===== src/rtl/alu_serial_sequencer.sv =====
// Bit-serial ALU sequencer: feeds one operand bit per clock to an external 1-bit ALU slice.
// Optional macro SLT_OVF_CORRECT_EN selects the overflow-corrected signed less bit for SLT.
module alu_serial_sequencer #(
    parameter int WIDTH = 64
) (
    input  logic             clk,
    input  logic             rst,
    input  logic             in_valid,
    output logic             in_ready,
    input  logic [WIDTH-1:0] a,
    input  logic [WIDTH-1:0] b,
    input  logic [3:0]       alu_ctl,
    output logic             s_a,
    output logic             s_b,
    output logic             s_ain,
    output logic             s_bin,
    output logic             s_cin,
    output logic             s_less,
    output logic [1:0]       s_op,
    input  logic             s_o,
    input  logic             s_cout,
    input  logic             s_set,
    input  logic             s_ovf,
    output logic             out_valid,
    input  logic             out_ready,
    output logic [WIDTH-1:0] result,
    output logic             zero,
    output logic             carry_out,
    output logic             overflow
);

    localparam int IW = $clog2(WIDTH);
    localparam logic [IW-1:0] LAST_IDX = IW'(WIDTH - 1);
    localparam logic [3:0] OP_SLT = 4'b0111;

    typedef enum logic [1:0] {
        IDLE = 2'd0,
        RUN  = 2'd1,
        DONE = 2'd2
    } state_e;

    function automatic logic op_supported(input logic [3:0] c);
        case (c)
            4'b0000, 4'b0001, 4'b0010, 4'b0110, 4'b0111, 4'b1100: op_supported = 1'b1;
            default:                                              op_supported = 1'b0;
        endcase
    endfunction

    function automatic logic op_arith(input logic [3:0] c);
        case (c)
            4'b0010, 4'b0110, 4'b0111: op_arith = 1'b1;
            default:                   op_arith = 1'b0;
        endcase
    endfunction

    state_e            state_q, state_d;
    logic [IW-1:0]     idx_q, idx_d;
    logic [WIDTH-1:0]  a_q, a_d, b_q, b_d;
    logic [3:0]        ctl_q, ctl_d;
    logic              carry_q, carry_d;
    logic [WIDTH-1:0]  result_q, result_d;
    logic              zero_q, zero_d, cout_q, cout_d, ovf_q, ovf_d;
    logic              sup_s, less_s;

    assign sup_s = op_supported(ctl_q);

`ifdef SLT_OVF_CORRECT_EN
    assign less_s = s_set ^ s_ovf;
`else
    assign less_s = s_set;
`endif

    assign in_ready  = (state_q == IDLE);
    assign out_valid = (state_q == DONE);
    assign result    = result_q;
    assign zero      = zero_q;
    assign carry_out = cout_q;
    assign overflow  = ovf_q;

    // State and datapath registers; reset aborts any operation in flight.
    always_ff @(posedge clk or posedge rst) begin
        if (rst) begin
            state_q  <= IDLE;
            idx_q    <= {IW{1'b0}};
            a_q      <= {WIDTH{1'b0}};
            b_q      <= {WIDTH{1'b0}};
            ctl_q    <= 4'b0000;
            carry_q  <= 1'b0;
            result_q <= {WIDTH{1'b0}};
            zero_q   <= 1'b0;
            cout_q   <= 1'b0;
            ovf_q    <= 1'b0;
        end else begin
            state_q  <= state_d;
            idx_q    <= idx_d;
            a_q      <= a_d;
            b_q      <= b_d;
            ctl_q    <= ctl_d;
            carry_q  <= carry_d;
            result_q <= result_d;
            zero_q   <= zero_d;
            cout_q   <= cout_d;
            ovf_q    <= ovf_d;
        end
    end

    // Next-state, slice drive and per-bit result collection.
    always_comb begin
        state_d  = state_q;
        idx_d    = idx_q;
        a_d      = a_q;
        b_d      = b_q;
        ctl_d    = ctl_q;
        carry_d  = carry_q;
        result_d = result_q;
        zero_d   = zero_q;
        cout_d   = cout_q;
        ovf_d    = ovf_q;
        s_a      = 1'b0;
        s_b      = 1'b0;
        s_ain    = 1'b0;
        s_bin    = 1'b0;
        s_cin    = 1'b0;
        s_less   = 1'b0;
        s_op     = 2'b00;
        case (state_q)
            IDLE: begin
                if (in_valid) begin
                    a_d     = a;
                    b_d     = b;
                    ctl_d   = alu_ctl;
                    idx_d   = {IW{1'b0}};
                    carry_d = alu_ctl[2];
                    state_d = RUN;
                end else begin
                    state_d = IDLE;
                end
            end
            RUN: begin
                // Unsupported opcodes keep the slice quiet and collect zeros.
                if (sup_s) begin
                    s_a   = a_q[idx_q];
                    s_b   = b_q[idx_q];
                    s_ain = ctl_q[3];
                    s_bin = ctl_q[2];
                    s_op  = ctl_q[1:0];
                    s_cin = carry_q;
                end else begin
                    s_cin = 1'b0;
                end
                carry_d = s_cout;
                if ((idx_q == LAST_IDX) && (ctl_q == OP_SLT)) begin
                    result_d = {{(WIDTH-1){1'b0}}, less_s};
                end else begin
                    result_d[idx_q] = sup_s & s_o;
                end
                if (idx_q == LAST_IDX) begin
                    state_d = DONE;
                    zero_d  = (result_d == {WIDTH{1'b0}});
                    if (op_arith(ctl_q)) begin
                        ovf_d  = s_ovf;
                        cout_d = s_cout;
                    end else begin
                        ovf_d  = 1'b0;
                        cout_d = 1'b0;
                    end
                end else begin
                    idx_d = idx_q + IW'(1);
                end
            end
            DONE: begin
                if (out_ready) begin
                    state_d = IDLE;
                end else begin
                    state_d = DONE;
                end
            end
            default: begin
                state_d = IDLE;
            end
        endcase
    end

endmodule


===== config.mk =====
export PLATFORM = sky130hd
export DESIGN_NAME = alu_serial_sequencer
export DESIGN_NICKNAME = d
export VERILOG_FILES = /design/src/rtl/alu_serial_sequencer.sv
export SDC_FILE = /design/constraint.sdc
export NUM_CORES = 1
export LEC_CHECK = 0
export CELL_PAD_IN_SITES_DETAIL_PLACEMENT = 1
export CELL_PAD_IN_SITES_GLOBAL_PLACEMENT = 2
export CORE_ASPECT_RATIO = 0.9
export CORE_MARGIN = 2
export CORE_UTILIZATION = 34
export CTS_BUF_LIST = sky130_fd_sc_hd__clkbuf_4
export DETAILED_ROUTE_END_ITERATION = 7
export GPL_TIMING_DRIVEN = 1
export PLACE_DENSITY_LB_ADDON = 0.12
export SLEW_MARGIN = 20
export SYNTH_ARGS = -nofsm -noshare
export SYNTH_HDL_FRONTEND = slang
export SYNTH_SLANG_ARGS = --single-unit

===== constraint.sdc =====
create_clock -name clk -period 10.09 [get_ports clk]
set_input_delay 1.5135 -clock clk [delete_from_list [all_inputs] [get_ports clk]]
set_output_delay 1.5135 -clock clk [all_outputs]
set_load 0.005 [all_outputs]

==> metrics.txt <==
run status=finished clean; Async SR Flop Fraction=1.000; overall power=4.039 mW; routed length per placed instance=20.42 um; sequential power share=0.380; NetSw=1.772 mW; Post-CTS Setup Inserts=0; Most used DFF post-synth=dfrtp_1; post-synthesis sequential area ratio=0.4922; ANT nets after route=0; crit path capture type=primary output; Post-Syn Nets=1399; DRC viols=0; CTS tree=done; Synth-to-Final Area Change=28.91%; initial antenna violation count=2; Clock Latency Late Sink=0.73 ns; Initial DRC Count=745; Remaining Overflow, GRT=0; Cell Pwr Density=296.3 nW/um^2; CTS buffer count=58; Initial Util=0.3438; post-CTS sizing=0; HP Class=flop to flop; # setup viols final=0; P_int=2.267 mW; gr usage total=0.2380; hpwl dp=27.24 mm; fmax=0.1692 GHz; global-route wire length before repair=60.13 mm; Hold Path Cell Cnt=2; share of cells above drive strength 1=0.08614; Slew HR=0.2574; Hold Crit Start=b_q[46]$_DFFE_PP0P_; Max Clock Skew=0.06149 ns; gpl congestion=0.8649; register bit total from synthesis=208; Post-Route WL=38.72 mm; Post-CTS Hold Buffers=0; Post-Place Worst Slack=4.971 ns; Tmin final=5.911 ns; synth warn=0; Crit. Startpoint=idx_q[0]$_DFFE_PP0P_; CP Max Fanout=25; CP Data Arrival Time=4.40 ns; CTS H-tree depth=2; most frequent cells after synthesis=nand2_1, dfrtp_1, o21ai_0; crit start category=flop; largest net degree at the start of global routing=94; reg-to-reg startpoint=idx_q[0]$_DFFE_PP0P_; slew at the pin closest to its max-slew limit=1.109 ns; RSZ-0062 raised after global routing=no; drt via density=5.319; leading cell type by number of instances after synthesis=nand2_1; Netlist cell types=70; logic gate share of total power=0.433; total die area=32530 um^2; syn avg cell area=8.405 um^2; Core Rows=61; Clock power frac=0.187; Syn Inst Count=1258; port buffer count=215; largest cells by area after synthesis=dfrtp_1, nand2_1, o21ai_0; CP Class=flop to primary output; final hold violations=0; via count=10090; share of the synthesized area in the top cell type=0.4922; buffers from clock root to sink, at most=3; die span in x=189.9 um; Max Cap Viol=0; IO Pins=217; Clk pin slew, worst setup/hold paths=0.07 ns; Die Y=171.3 um; DR pass1 iterations=5; design area=13630 um^2; CTS Root Cell=clkbuf_4; Reg2Reg Depth=8; fin crit share=0.5858; Area after DPL=12910 um^2; FILL cells=3662; Net count, final=1585; number of global-route vias before repair=10560; core area=30760 um^2; total clock sinks=208; setup_tns=0 ns; Worst EP required=8.58 ns; post-synthesis instance area=10570 um^2; fin worst setup slack=4.179 ns; maximum vdd drop=0.1148 mV; leading area contributor after synthesis=dfrtp_1; Static Leak=6.055 nW; Post-synth EDFFs=0; Max Slew Vio Count=0; switch share=0.4386
## worst max-delay path, stage by stage (launching register included)
cell             delay, ns
dfrtp_1               0.78
buf_4                 0.42
nor3b_2               0.94
a22oi_1               0.22
a31oi_1               0.27
nor4_1                0.12
a31oi_1               0.32
clkdlybuf4s50_1       0.57
## final timing paths
| check | slack (ns) | endpoint |
|---|---|---|
| setup / recovery | 4.18 | s_b |
| hold / removal | 0.48 | b_q[46]$_DFFE_PP0P_ |
| setup reg to reg | 6.29 | zero$_DFFE_PP0P_ |
| hold reg to reg | 0.48 | b_q[46]$_DFFE_PP0P_ |
| max in group asynchronous | 7.43 | idx_q[4]$_DFFE_PP0P_ |
| min in group asynchronous | 1.32 | result[45]$_DFFE_PP0P_ |
## state kept, by name (all words and copies together), names as in the netlist
register	cells
ctl_q	4
overflow	1
carry_out	1
a_q	64
zero	1
state_q	2
b_q	64
carry_q	1
idx_q	6
result	64
## routing by layer
metal,part of all wire,GRT usage
met5,0.00031,0
met4,0.018,0.06437
met3,0.052,0.04244
met2,0.47,0.3905
met1,0.46,0.3248
## kinds of logic after synthesis
kind of cell	synth area share
DFF	0.4922
and+or+nand+nor	0.2439
AOI/OAI and AO/OA	0.1934
adders and majority gates	0.001183
other	0.0003546
muxes	0.01751
xor gates and xnor gates	0.003314
buffers and inverters	0.04816
## final cells by class
cell class | instances | area, um^2 | share of cell area
diodes | 1 | 2.502 | 0.0001836
clock buffers | 84 | 630.6 | 0.04626
clock inverters | 18 | 71.32 | 0.005232
inverters | 14 | 60.06 | 0.004406
multi-input cells | 934 | 4900 | 0.3595
flip-flops and latches | 208 | 5205 | 0.3819
well taps | 409 | 511.7 | 0.03754
repair buffers | 228 | 2250 | 0.1650
## cell usage in the layout (no fill, tap or decap), types with 7 or more instances in the layout
| master | instances |
|---|---|
| o22ai_1 | 9 |
| nand2_1 | 428 |
| a31oi_1 | 18 |
| mux2_2 | 8 |
| a221oi_1 | 13 |
| a22oi_1 | 29 |
| nor4_1 | 8 |
| nand4_1 | 13 |
| buf_4 | 13 |
| clkinv_1 | 16 |
| o21ai_0 | 121 |
| clkbuf_4 | 84 |
| a22o_1 | 56 |
| a21oi_1 | 34 |
| dfrtp_1 | 208 |
| nand2b_1 | 7 |
| clkdlybuf4s50_1 | 215 |
| nand3_1 | 15 |
| inv_1 | 12 |
| nor2_1 | 72 |
## metrics by stage
| stage | util | hold WS (ns) | instances |
|---|---|---|---|
| floorplan | - | 0.4401 | 1258 |
| global placement | 0.4198 | 0.4636 | 1793 |
| detailed placement | 0.4198 | 0.4616 | 1793 |
| CTS | 0.4427 | 0.4824 | 1895 |
| global route | 0.4432 | 0.5057 | 1896 |
| finish | 0.4432 | 0.4822 | 1896 |
## power by group through the flow
stage	Clock [mW]	Sequential, mW	Combinational [mW]
finish	0.754	1.54	1.75
global route	0.815	1.57	1.94
CTS	0.772	1.54	1.75
detailed placement	0	1.55	1.74
global placement	0	1.55	1.70
floorplan	0	1.37	1.15
Power figures use the tool's default switching activity.
